$ cat src/rtl/execute_stage.sv
// execute_stage: execute stage between the ID/EX and EX/MEM pipeline registers.
// Single-cycle ALU commands load EX/MEM directly. MUL/MULHU use an iterative
// LSB-first shift-add multiplier, one iteration per clock.
// Optional build macro: EXECUTE_MUL_EN. When it is undefined the multiplier, BUSY
// state and stall are removed, and MUL/MULHU execute as NOP.
// Handshake: the ID/EX register offers an instruction with in_valid. While stall=1
// it must hold that instruction unchanged. The held instruction is consumed on the
// first rising edge where stall=0. There is no separate ready signal: stall is ~ready.
module execute_stage #(
   parameter int DATA_W = 32,
   parameter int CMD_W  = 4
) (
   input  logic              clk,
   input  logic              rst,
   input  logic              in_valid,
   input  logic [CMD_W-1:0]  exe_cmd,
   input  logic [DATA_W-1:0] val1,
   input  logic [DATA_W-1:0] val2,
   input  logic [DATA_W-1:0] st_data,
   input  logic              mem_r_en_in,
   input  logic              mem_w_en_in,
   input  logic              wb_en_in,
   input  logic              br_taken_in,
   input  logic              flush,
   output logic              stall,
   output logic              out_valid,
   output logic [DATA_W-1:0] alu_result,
   output logic [DATA_W-1:0] st_val,
   output logic              mem_r_en,
   output logic              mem_w_en,
   output logic              wb_en,
   output logic              br_taken,
   output logic              dbg_state
);

   localparam int SH_W = $clog2(DATA_W);

   localparam logic [CMD_W-1:0] CMD_ADD  = CMD_W'(0);
   localparam logic [CMD_W-1:0] CMD_SUB  = CMD_W'(1);
   localparam logic [CMD_W-1:0] CMD_AND  = CMD_W'(2);
   localparam logic [CMD_W-1:0] CMD_OR   = CMD_W'(3);
   localparam logic [CMD_W-1:0] CMD_XOR  = CMD_W'(4);
   localparam logic [CMD_W-1:0] CMD_SLL  = CMD_W'(5);
   localparam logic [CMD_W-1:0] CMD_SRL  = CMD_W'(6);
   localparam logic [CMD_W-1:0] CMD_SRA  = CMD_W'(7);
   localparam logic [CMD_W-1:0] CMD_SLT  = CMD_W'(8);
   localparam logic [CMD_W-1:0] CMD_SLTU = CMD_W'(9);
   localparam logic [CMD_W-1:0] CMD_PASS = CMD_W'(12);

   typedef enum logic {
      S_IDLE = 1'b0,
      S_BUSY = 1'b1
   } state_t;

   state_t            state_q, state_d;
   logic [SH_W-1:0]   shamt;
   logic [DATA_W-1:0] alu_comb;
   logic              alu_wb_ok;
   logic              is_mul;
   logic              last_iter;
   logic [DATA_W-1:0] mul_out;
   logic [DATA_W-1:0] mul_st;
   logic [3:0]        mul_flags;   // {mem_r, mem_w, wb, br}

   logic              ov_d;
   logic [DATA_W-1:0] res_d;
   logic [DATA_W-1:0] st_d;
   logic [3:0]        flags_d;     // {mem_r, mem_w, wb, br}

   assign shamt = val2[SH_W-1:0];

   // Single-cycle ALU. Unknown commands, and MUL/MULHU in the default build, act as NOP.
   always_comb begin
      alu_comb  = '0;
      alu_wb_ok = 1'b1;
      case (exe_cmd)
         CMD_ADD:  alu_comb = val1 + val2;
         CMD_SUB:  alu_comb = val1 - val2;
         CMD_AND:  alu_comb = val1 & val2;
         CMD_OR:   alu_comb = val1 | val2;
         CMD_XOR:  alu_comb = val1 ^ val2;
         CMD_SLL:  alu_comb = val1 << shamt;
         CMD_SRL:  alu_comb = val1 >> shamt;
         CMD_SRA:  alu_comb = $signed(val1) >>> shamt;
         CMD_SLT:  alu_comb = DATA_W'($signed(val1) < $signed(val2));
         CMD_SLTU: alu_comb = DATA_W'(val1 < val2);
         CMD_PASS: alu_comb = val2;
         default:  alu_wb_ok = 1'b0;
      endcase
   end

`ifdef EXECUTE_MUL_EN
   localparam logic [CMD_W-1:0] CMD_MUL   = CMD_W'(10);
   localparam logic [CMD_W-1:0] CMD_MULHU = CMD_W'(11);

   logic [SH_W-1:0]     cnt_q;
   logic [2*DATA_W-1:0] acc_q;
   logic [2*DATA_W-1:0] acc_step;
   logic [DATA_W-1:0]   mcand_q;
   logic [DATA_W-1:0]   mplier_q;
   logic [DATA_W-1:0]   cap_st_q;
   logic [3:0]          cap_flags_q;
   logic                cap_hi_q;

   assign is_mul    = (exe_cmd == CMD_MUL) || (exe_cmd == CMD_MULHU);
   assign last_iter = (state_q == S_BUSY) && (cnt_q == SH_W'(DATA_W - 1));

   // One shift-add step: multiplier bit cnt selects whether multiplicand<<cnt is added.
   always_comb begin
      acc_step = acc_q;
      if (mplier_q[cnt_q]) begin
         acc_step = acc_q + ({{DATA_W{1'b0}}, mcand_q} << cnt_q);
      end
   end

   assign mul_out   = cap_hi_q ? acc_step[2*DATA_W-1:DATA_W] : acc_step[DATA_W-1:0];
   assign mul_st    = cap_st_q;
   assign mul_flags = cap_flags_q;

   // Multiplier operands, captured side-band fields, accumulator and iteration counter.
   always_ff @(posedge clk or negedge rst) begin
      if (!rst) begin
         cnt_q       <= '0;
         acc_q       <= '0;
         mcand_q     <= '0;
         mplier_q    <= '0;
         cap_st_q    <= '0;
         cap_flags_q <= '0;
         cap_hi_q    <= 1'b0;
      end else if (flush) begin
         cnt_q <= '0;
         acc_q <= '0;
      end else if (state_q == S_IDLE) begin
         cnt_q <= '0;
         acc_q <= '0;
         if (in_valid && is_mul) begin
            mcand_q     <= val1;
            mplier_q    <= val2;
            cap_st_q    <= st_data;
            cap_flags_q <= {mem_r_en_in, mem_w_en_in, wb_en_in, br_taken_in};
            cap_hi_q    <= (exe_cmd == CMD_MULHU);
         end
      end else begin
         acc_q <= acc_step;
         cnt_q <= last_iter ? '0 : cnt_q + 1'b1;
      end
   end
`else
   assign is_mul    = 1'b0;
   assign last_iter = 1'b0;
   assign mul_out   = '0;
   assign mul_st    = '0;
   assign mul_flags = '0;
`endif

   // FSM state register.
   always_ff @(posedge clk or negedge rst) begin
      if (!rst) state_q <= S_IDLE;
      else      state_q <= state_d;
   end

   // FSM next state: flush aborts, a valid multiply enters BUSY, the last iteration leaves it.
   always_comb begin
      state_d = state_q;
      if (flush) begin
         state_d = S_IDLE;
      end else if (state_q == S_IDLE) begin
         if (in_valid && is_mul) state_d = S_BUSY;
      end else if (last_iter) begin
         state_d = S_IDLE;
      end
   end

   // FSM outputs: the value EX/MEM loads next. The default is a bubble with all fields zero.
   always_comb begin
      ov_d    = 1'b0;
      res_d   = '0;
      st_d    = '0;
      flags_d = '0;
      if (!flush) begin
         if (state_q == S_BUSY) begin
            if (last_iter) begin
               ov_d    = 1'b1;
               res_d   = mul_out;
               st_d    = mul_st;
               flags_d = mul_flags;
            end
         end else if (in_valid && !is_mul) begin
            ov_d    = 1'b1;
            res_d   = alu_comb;
            st_d    = st_data;
            flags_d = {mem_r_en_in, mem_w_en_in, wb_en_in & alu_wb_ok, br_taken_in};
         end
      end
   end

   // EX/MEM pipeline register.
   always_ff @(posedge clk or negedge rst) begin
      if (!rst) begin
         out_valid  <= 1'b0;
         alu_result <= '0;
         st_val     <= '0;
         mem_r_en   <= 1'b0;
         mem_w_en   <= 1'b0;
         wb_en      <= 1'b0;
         br_taken   <= 1'b0;
      end else begin
         out_valid  <= ov_d;
         alu_result <= res_d;
         st_val     <= st_d;
         {mem_r_en, mem_w_en, wb_en, br_taken} <= flags_d;
      end
   end

   assign stall     = (state_q == S_BUSY);
   assign dbg_state = state_q;

endmodule
$ cat config.mk
export PLATFORM = sky130hd
export DESIGN_NAME = execute_stage
export DESIGN_NICKNAME = d
export VERILOG_FILES = /design/src/rtl/execute_stage.sv
export SDC_FILE = /design/constraint.sdc
export NUM_CORES = 1
export LEC_CHECK = 0
export ABC_AREA = 1
export CAP_MARGIN = 20
export CELL_PAD_IN_SITES_DETAIL_PLACEMENT = 0
export CELL_PAD_IN_SITES_GLOBAL_PLACEMENT = 1
export CORE_ASPECT_RATIO = 0.6
export CORE_MARGIN = 2
export CORE_UTILIZATION = 35
export CTS_BUF_LIST = sky130_fd_sc_hd__clkbuf_4
export CTS_CLUSTER_DIAMETER = 40
export DETAILED_ROUTE_END_ITERATION = 8
export GPL_ROUTABILITY_DRIVEN = 1
export HOLD_SLACK_MARGIN = 0.02
export PLACE_DENSITY_LB_ADDON = 0.2
export SYNTH_ARGS = -nofsm -noshare
export SYNTH_HDL_FRONTEND = slang
export SYNTH_SLANG_ARGS = --single-unit
$ cat constraint.sdc
create_clock -name clk -period 1 [get_ports clk]
set_input_delay 0.2 -clock clk [delete_from_list [all_inputs] [get_ports clk]]
set_output_delay 0.2 -clock clk [all_outputs]
set_load 0.02 [all_outputs]
==> run_results.csv, run 1 <==
group,metric,value,unit
outcome,outcome,"complete, but fails checks",
outcome,violations,"setup timing",
pwr,p_comb_frac,0.706,
timing,hold_ws,67.2,ps
synthesis,ys_ff_latch,69,
timing,slew_viol_final,0,
floorplan,die_w,252,um
synthesis,synth_seq_area_share,0.134,
drt,drtIter0Drc,2838,
worst_hold_path,hold_path.class,"in2reg",
final_layout,area_growth_syn_to_layout,93.9,%
critical_path,crit_family,"simple AND/OR/NAND/NOR gates",
pwr,ir_worst_vdd,0.615,mV
critical_path,slowest_delay,280,ps
timing,fin_ws,-554,ps
placed_design,hpwlAfterDp,64.7,mm
final_layout,drive_gt1_frac,0.528,
floorplan,start_util,0.355,
synthesis,synth_area_leaders,"nand2_1, nand3_1, dfrtp_1",
job,maxCapViolCount,0,
final_layout,layout.nets,3412,
critical_path,path_cells,"buf_12 -> buf_12 -> buf_12 -> nand2_2 -> nand3_2 -> nand3_1 -> nand2_2 -> o211ai_1 -> buf_4 -> nand2_1 -> nor2_4 -> nand3_1 -> nand2_1 -> inv_1",
timing,post-route-min-period,1550,ps
timing,max_freq,643,MHz
grt,track_usage,0.422,
grt,gr-total-overflow,0,
pwr,clkPwrFrac,0.133,
critical_path,startpoint_type,"primary input",
synthesis,synth_flop_cell,"dfrtp_1",
timing,finalCritPeriodShare,1.55,
floorplan,row_count,54,
critical_path,crit_path_end_kind,"register",
critical_path,crit_top_cell,"buf_12",
drt,drt-total-wl,85.1,mm
critical_path,cp_max_fo,6,
placed_design,gp_congestion,1.05,
final_layout,design_area,0.0250,mm^2
placed_design,place_area,0.0192,mm^2
cts,cts_tree,"built",
critical_path,cp.arrival,2000,ps
synthesis,synth_cells,2456,
grt,grt_max_degree,41,
cts,cts_buffer_depth,2,
drt,firstDrtPassIters,8,
critical_path,crit_buf_inv,5,
drt,viasPerCell,5.60,
floorplan,ios,179,
synthesis,netlist.area_leader.share,0.249,
critical_path,crit_type,"in2reg",
drt,remaining_drc_errors,0,
floorplan,fp.dieH,153,um
final_layout,utilization,0.689,
placed_design,io_buffers,176,
pwr,powerDensity,736,mW/mm^2
grt,grt_pass1_wl,120,mm
drt,wl_per_cell,23.1,um
synthesis,synth_edf_count,0,
cts,cts.sinks,69,
critical_path,required,1450,ps
grt,grt_pass1_vias,19000,
pwr,power_frac_seq,0.160,
synthesis,yosys.area.top_type,"nand2_1",
floorplan,die_area,0.0384,mm^2
timing,rsz0062_at_grt,"yes",
drt,ant_nets,0,
pwr,power.switching,8.97,mW
timing,hold_viol,0,
synthesis,syn_avg_cell_area,5.25,um^2
critical_path,crit_path_top_delay_cell,"o211ai_1",
cts,cts_buffers,9,
synthesis,yosysUniqueCellTypes,40,
cts,root_buffer,"clkbuf_4",
synthesis,async_flop_share,1.00,
pwr,p_sw_frac,0.488,
synthesis,syn_area,0.0129,mm^2
worst_hold_path,whs_path_depth,3,
grt,antenna_found_initial,7,
cts,clk_pin_slew,150,ps
timing,setup_viol,101,
cts,h-tree-depth,3,
pwr,internal_power,9.43,mW
drt,num_vias,20600,
floorplan,core-area,0.0363,mm^2
critical_path,cp.depth,14,
pwr,p_leak,13.1,nW
synthesis,ys_warn_count,0,
[worst paths after layout]
path / from / end
max in group asynchronous: rst / st_val[21]$_DFF_PN0_
min in group asynchronous: rst / alu_result[6]$_DFF_PN0_
worst max-delay path: val2[0] / alu_result[30]$_DFF_PN0_
worst min-delay path: in_valid / out_valid$_DFF_PN0_
[sequential cells by signal (all words and copies together), names as in the netlist]
| name | flops |
|---|---|
| alu_result | 32 |
| st_val | 32 |
| br_taken | 1 |
| mem_r_en | 1 |
| mem_w_en | 1 |
| out_valid | 1 |
| wb_en | 1 |
[routing by layer]
metal	wire, um	global-route usage
met2	32800	0.567
met3	12800	0.156
met4	2790	0.115
met5	47	0
met1	36700	0.619
[metrics by stage]
step | setup TNS [ps] | power (mW) | worst slack (ps) | instances
finish | -33050 | 18.4 | -554 | 3682
global route | -36780 | 19.1 | -579 | 3681
CTS | -32490 | 16.9 | -536 | 3648
detailed placement | -76320 | 12.0 | -1860 | 3555
global placement | -74400 | 11.9 | -1860 | 3555
floorplan | -24880 | 7.21 | -876 | 2457
[worst min-delay path: cells and delay by family]
family        cells  cell delay (ps)
buf+inv           2              320
simple gates      1               40
[synthesized netlist by cell type (all sizes together), types with 7 or more instances]
master  count
nand2     860
nand3     444
inv       358
nor2      246
ha        104
buf        77
dfrtp      69
a21oi      62
o21ai      52
clkbuf     38
nor3       26
nand4      25
o211ai     19
o22ai      18
and2       13
o21bai      9
a211oi      7
[what timing repair did]
| item | CTS | global route |
|---|---|---|
| setup buffers | 68 | 32 |
| pin swaps | 295 | 185 |
| cloned | 11 | 1 |
| resized for setup | 1648 | 352 |
| endpoints found under the setup margin | 102 | 101 |
| hold endpoints to repair | 69 | 0 |
| hold buffers | 3 | 0 |
[cell usage in the layout (no fill, tap or decap), types with 23 or more instances in the layout]
cell	n
buf_4	566
nand2_1	527
nand3_1	330
nand2_2	224
inv_1	216
buf_6	167
nor2_1	129
nand2_4	99
inv_2	91
nand3_2	91
dfrtp_1	68
nor2_4	59
nor2_2	57
ha_1	47
inv_4	45
ha_4	40
clkdlybuf4s50_1	37
a21oi_2	34
nand4_1	25
buf_12	25
nand3_4	23
[cells by family (layout without fill, tap and decap cells)]
| logic type | Yosys count | after routing | synth area share |
|---|---|---|---|
| compound gates | 178 | 178 | 0.0796 |
| xor+xnor | 1 | 1 | 0.000680 |
| fa+ha+maj | 106 | 106 | 0.104 |
| buf+inv | 473 | 1219 | 0.146 |
| flops | 69 | 69 | 0.134 |
| other cells | 1 | 5 | 0.000291 |
| simple gates | 1628 | 1628 | 0.535 |
[power groups by stage]
stage	registers, mW	clock network [mW]	logic [mW]
3_5_place_dp	2.98	0	9.00
2_1_floorplan	3.11	0	4.10
3_3_place_gp	2.98	0	8.94
4_1_cts	2.95	2.48	11.4
5_1_grt	2.96	2.59	13.5
6_report	2.95	2.45	13.0
[cell type report]
type,count,area (um^2)
Clock inverter,6,87.6
Sequential cell,69,1730
Clock buffer,10,75.1
Tap cell,476,596
Fill cell,3121,11300
Timing Repair inverter,1,6.26
Timing Repair Buffer,844,7720
Multi-Input combinational cell,1915,13300
Inverter,358,1510
Antenna cell,3,7.51
(Power assumes the default switching activity.)
==> run 2, diff against run 1 <==
- CORE_MARGIN: 2 -> unset
==> run 2 against run 1 <==
The run still ends with setup timing left. Combinational power is 5% lower. Hold slack better by 33 ps. Non-clock buffer count is 23 lower. Utilization is 3.4 points lower. Die area is 2.1% lower. Global-route usage is 0.17 points lower. Wire length is 2.2% lower. Sequential cell count stayed put. Critical endpoint is now alu_result[16]$_DFF_PN0_. Largest cell class unchanged. Largest power group unchanged.
==> run_results.csv, run 2 (synthesized netlist as in run 1, its figures left out) <==
group,metric,value,unit
critical_path,crit_family,"simple AND/OR/NAND/NOR gates",
pwr,totalPowerFinal,17.8,mW
drt,viasPerCell,5.53,
final_layout,layout.cells.most_common,"nand2_1",
final_layout,final_cell_mix,"nand2_1, buf_4, nand3_1",
cts,root_buffer,"clkbuf_4",
final_layout,ff_latch_area,0.00173,mm^2
timing,fin_ws,-531,ps
critical_path,startpoint_type,"primary input",
placed_design,io_buffers,176,
pwr,powerDensity,750,mW/mm^2
cts,cts_buffers,9,
pwr,clkPwrFrac,0.144,
drt,firstDrtPassIters,6,
floorplan,fp.dieH,151,um
timing,tns,-33770,ps
floorplan,die_w,250,um
timing,hold_ws,100,ps
cts,cts_buffer_depth,2,
grt,grt_pass1_vias,18200,
final_layout,layout.nets,3388,
final_layout,reg_top3,"alu_result x32, st_val x32",
cts,h-tree-depth,3,
critical_path,crit_path_end_kind,"register",
cts,cts_tree,"built",
grt,track_usage,0.420,
worst_hold_path,hold_path.class,"in2reg",
drt,ant_nets,0,
drt,remaining_drc_errors,0,
outcome,violations,"setup timing",
placed_design,place_inst,3542,
timing,hold_viol,0,
drt,drt-total-wl,83.2,mm
floorplan,start_util,0.355,
timing,post-route-min-period,1530,ps
outcome,outcome,"complete, but fails checks",
timing,finalCritPeriodShare,1.53,
pwr,p_comb_frac,0.691,
timing,slew_viol_final,0,
critical_path,cp_max_fo,4,
placed_design,gp_congestion,1.07,
critical_path,slowest_delay,360,ps
timing,setup_viol,102,
pwr,p_sw_frac,0.489,
pwr,internal_power,9.10,mW
grt,antenna_found_initial,3,
pwr,ir_worst_vdd,0.531,mV
final_layout,layoutNonFillerInstCount,3657,
grt,grt_pass1_wl,116,mm
floorplan,row_count,54,
critical_path,crit_type,"in2reg",
timing,max_freq,653,MHz
final_layout,drive_gt1_frac,0.474,
pwr,p_leak,12.6,nW
pwr,power_frac_seq,0.166,
drt,wl_per_cell,22.8,um
critical_path,path_cells,"buf_12 -> clkinv_8 -> ha_4 -> inv_4 -> fa_2 -> nand2_4 -> nand2_4 -> nand4_1 -> nand2_2 -> nand2_2 -> nand3_2 -> buf_4 -> nand2_1 -> nand3_1 -> nand3_1 -> nand2_1 -> inv_1",
critical_path,required,1490,ps
pwr,power.switching,8.73,mW
cts,clk_pin_slew,170,ps
grt,grt_max_degree,48,
final_layout,multiInputGateArea,0.0123,mm^2
floorplan,die_area,0.0376,mm^2
critical_path,cp.arrival,2020,ps
placed_design,hpwlAfterDp,64.5,mm
drt,num_vias,20200,
drt,drtIter0Drc,2611,
final_layout,area_growth_syn_to_layout,84.4,%
timing,rsz0062_at_grt,"yes",
final_layout,nFillCells,3342,
critical_path,crit_buf_inv,5,
floorplan,core-area,0.0363,mm^2
grt,gr-total-overflow,0,
critical_path,crit_path_top_delay_cell,"fa_2",
job,maxCapViolCount,0,
cts,cts.sinks,69,
floorplan,ios,179,
==> run 2: cell types whose count changed in the layout (fill, tap and decap cells not counted), sizes merged, moves of 2 or more <==
cell and change:
buf -23, clkdlybuf4s15 +2, clkinv -2, clkinvlp +3, dlygate4sd2 -2
==> run 2: area by class of cell <==
class                   instances  area share
well taps                     476      0.0251
multi-input cells            1915       0.518
diodes                          2    0.000211
clock buffers                   9     0.00284
flip-flops and latches         69      0.0727
clock inverters                 7     0.00405
repair buffers                821       0.316
inverters                     358      0.0619
==> run 2: power by group through the flow <==
stage	logic (mW)	clock network, mW	registers (mW)
finish	12.3	2.56	2.95
global route	12.9	2.63	2.96
CTS	11.1	2.50	2.95
detailed placement	9.03	0	2.98
global placement	8.99	0	2.98
floorplan	4.10	0	3.11
==> run 2: path summary, 6_finish.rpt <==
| check | startpoint | end | depth (start not counted) |
|---|---|---|---|
| worst max-delay path | val1[0] | alu_result[16]$_DFF_PN0_ | 17 |
| worst min-delay path | exe_cmd[2] | alu_result[0]$_DFF_PN0_ | 5 |
| max in group asynchronous | rst | wb_en$_DFF_PN0_ | 3 |
| min in group asynchronous | rst | alu_result[11]$_DFF_PN0_ | 3 |
==> run 2: through the flow <==
step           utilization  setup WS, ps  cell area [um^2]
3_3_place_gp         0.530         -1930             19200
6_report             0.655          -531             23800
2_1_floorplan            -          -876             13200
4_1_cts              0.624          -557             22600
5_1_grt              0.655          -606             23800
3_5_place_dp         0.530         -1930             19200
==> run 2: routing by layer <==
layer,track usage,vias to the layer above,share of wire
met1,0.613,9564,0.44
met4,0.115,8,0.028
li1,-,9214,-
met2,0.577,1275,0.39
met3,0.132,150,0.14
met5,0.0208,-,0.0021
==> run 2: tightest hold or removal path, stage by stage <==
cell,delay [ps]
buf_6,120
buf_4,110
nor3_1,60
nand3_2,100
a21oi_2,50
==> run 2: timing repair <==
item | 4_1_cts | 5_1_grt
endpoints found under the setup margin | 102 | 102
endpoints found under the hold margin | 69 | 0
gates cloned | 4 | 4
pin swaps | 228 | 152
hold buffers | 2 | 0
gates resized for setup | 1437 | 280
setup buffers | 66 | 29
==> run 3, diff against run 2 <==
- GPL_TIMING_DRIVEN: unset -> 0
==> run 3 against run 2 <==
The flow still finishes with violations (setup timing). Largest power group unchanged. Power down 11%. Worst setup slack worse by 260 ps. First-iteration DRC count up 4.6%. Maximum frequency down 15%. Wire length up 0.64%. Non-clock buffer count down 438. Sequential power about the same. Critical endpoint is now alu_result[30]$_DFF_PN0_. Die area unchanged.
==> run_results.csv, run 3 (synthesized netlist as in run 1, its figures left out) <==
group,metric,value,unit
pwr,ir_worst_vdd,0.478,mV
floorplan,die_area,0.0376,mm^2
grt,gr-total-overflow,0,
drt,num_vias,18700,
final_layout,layout.nets,2950,
final_layout,nFillCells,3693,
timing,finalCritPeriodShare,1.79,
cts,cts_buffer_depth,2,
critical_path,startpoint_type,"primary input",
grt,grt_pass1_wl,115,mm
pwr,power_frac_seq,0.187,
critical_path,slowest_delay,420,ps
pwr,p_leak,10.4,nW
grt,grt_max_degree,62,
critical_path,crit_type,"in2reg",
pwr,p_sw_frac,0.515,
timing,rsz0062_at_grt,"yes",
critical_path,crit_buf_inv,6,
pwr,p_comb_frac,0.645,
timing,relSlewSlack,0.411,
drt,wl_met1,38.1,mm
timing,slew_viol_final,0,
outcome,violations,"setup timing",
critical_path,cp_max_fo,10,
cts,cts.sinks,69,
job,maxCapViolCount,0,
floorplan,die_w,250,um
worst_hold_path,hold_path.class,"in2async",
critical_path,crit_path_top_delay_cell,"o211ai_1",
outcome,outcome,"complete, but fails checks",
drt,viasPerCell,5.81,
cts,clk_pin_slew,130,ps
cts,cts_buffers,9,
floorplan,row_count,54,
floorplan,fp.dieH,151,um
cts,root_buffer,"clkbuf_4",
timing,fin_ws,-795,ps
timing,max_freq,557,MHz
placed_design,hpwlAfterDp,66.7,mm
drt,routed.top_layer,"met5",
pwr,power.switching,8.15,mW
floorplan,start_util,0.355,
pwr,totalPowerFinal,15.8,mW
timing,hold_viol,0,
drt,ant_nets,0,
critical_path,cp-startpoint,"val2[2]",
critical_path,cp.depth,13,
critical_path,crit_path_end_kind,"register",
floorplan,core-area,0.0363,mm^2
critical_path,cp.arrival,2220,ps
timing,post-route-min-period,1790,ps
final_layout,reg_top3,"alu_result x32, st_val x32",
drt,remaining_drc_errors,0,
critical_path,required,1430,ps
grt,antenna_found_initial,2,
critical_path,crit_family,"simple AND/OR/NAND/NOR gates",
timing,tightest_slew,883,ps
floorplan,ios,179,
final_layout,layout.cells.most_common,"nand2_1",
final_layout,area_growth_syn_to_layout,51.0,%
pwr,powerDensity,812,mW/mm^2
critical_path,endpoint,"alu_result[30]$_DFF_PN0_",
critical_path,path_cells,"buf_8 -> buf_12 -> inv_8 -> buf_4 -> clkbuf_2 -> nand3_2 -> nand2_4 -> o211ai_1 -> nand2_1 -> nor2_4 -> nand3_2 -> nand2_1 -> inv_1",
drt,wl_met2,29.5,mm
timing,setup_viol,102,
cts,cts_tree,"built",
final_layout,final_cell_mix,"nand2_1, nand3_1, inv_1",
drt,firstDrtPassIters,8,
pwr,clkPwrFrac,0.168,
placed_design,io_buffers,173,
drt,drtIter0Drc,2731,
grt,grt_pass1_vias,16600,
grt,track_usage,0.432,
timing,tns,-40690,ps
cts,h-tree-depth,3,
drt,wl_per_cell,26.0,um
final_layout,drive_gt1_frac,0.328,
pwr,internal_power,7.66,mW
drt,drt-total-wl,83.8,mm
placed_design,gp_congestion,1.09,
drt,wl_met3,14.3,mm
==> run 3: per-stage QoR <==
stage               utilization  area, um^2  worst slack (ps)  hold slack (ps)  std cells
finish                    0.536       19500              -795             47.8       3218
global route              0.536       19500              -836             33.1       3218
CTS                       0.509       18500              -662             59.9       3195
detailed placement        0.428       15500             -2430             41.7       3107
global placement          0.427       15500             -2860              460       3106
floorplan                     -       13200              -876            -95.6       2457
==> run 3: final cells by class <==
cell class,count,area [um^2],area share
Clock inverter,7,120,0.00617
Tap cell,476,596,0.0306
Timing Repair Buffer,274,2640,0.136
Sequential cell,69,1730,0.0887
Inverter,358,1410,0.0725
Multi-Input combinational cell,1915,11800,0.606
Clock buffer,9,67.6,0.00347
Buffer,109,1100,0.0567
Antenna cell,1,2.50,0.000129
==> run 3: power groups by stage <==
stage          logic (mW)  registers, mW  clock network (mW)
2_1_floorplan        4.10           3.11                   0
3_3_place_gp         7.27           2.98                   0
3_5_place_dp         7.29           2.98                   0
4_1_cts              9.02           2.95                2.70
5_1_grt              10.7           2.96                2.77
6_report             10.2           2.95                2.66
==> run 3: worst min path at each step <==
| stage | startpoint | to | slack (ps) |
|---|---|---|---|
| after detailed placement | rst | wb_en$_DFF_PN0_ | 40 |
| after global placement | in_valid | out_valid$_DFF_PN0_ | 460 |
| after floorplan | rst | alu_result[0]$_DFF_PN0_ | -100 |
| final | rst | st_val[8]$_DFF_PN0_ | 50 |
| after global routing | rst | st_val[8]$_DFF_PN0_ | 30 |
| after CTS | exe_cmd[2] | alu_result[0]$_DFF_PN0_ | 60 |
==> run 3: timing repair <==
action	CTS	global route
hold buffers	5	0
pin swaps	159	79
buffers inserted	72	19
cloned	1	4
endpoints found under the hold margin	76	0
setup endpoints to repair	102	110
gates resized for setup	1273	232
==> run 3: metal layers <==
layer,vias to the layer above,GRT usage
met4,2,0.0926
met1,8872,0.639
met2,1330,0.530
met3,124,0.217
met5,-,0
li1,8353,-
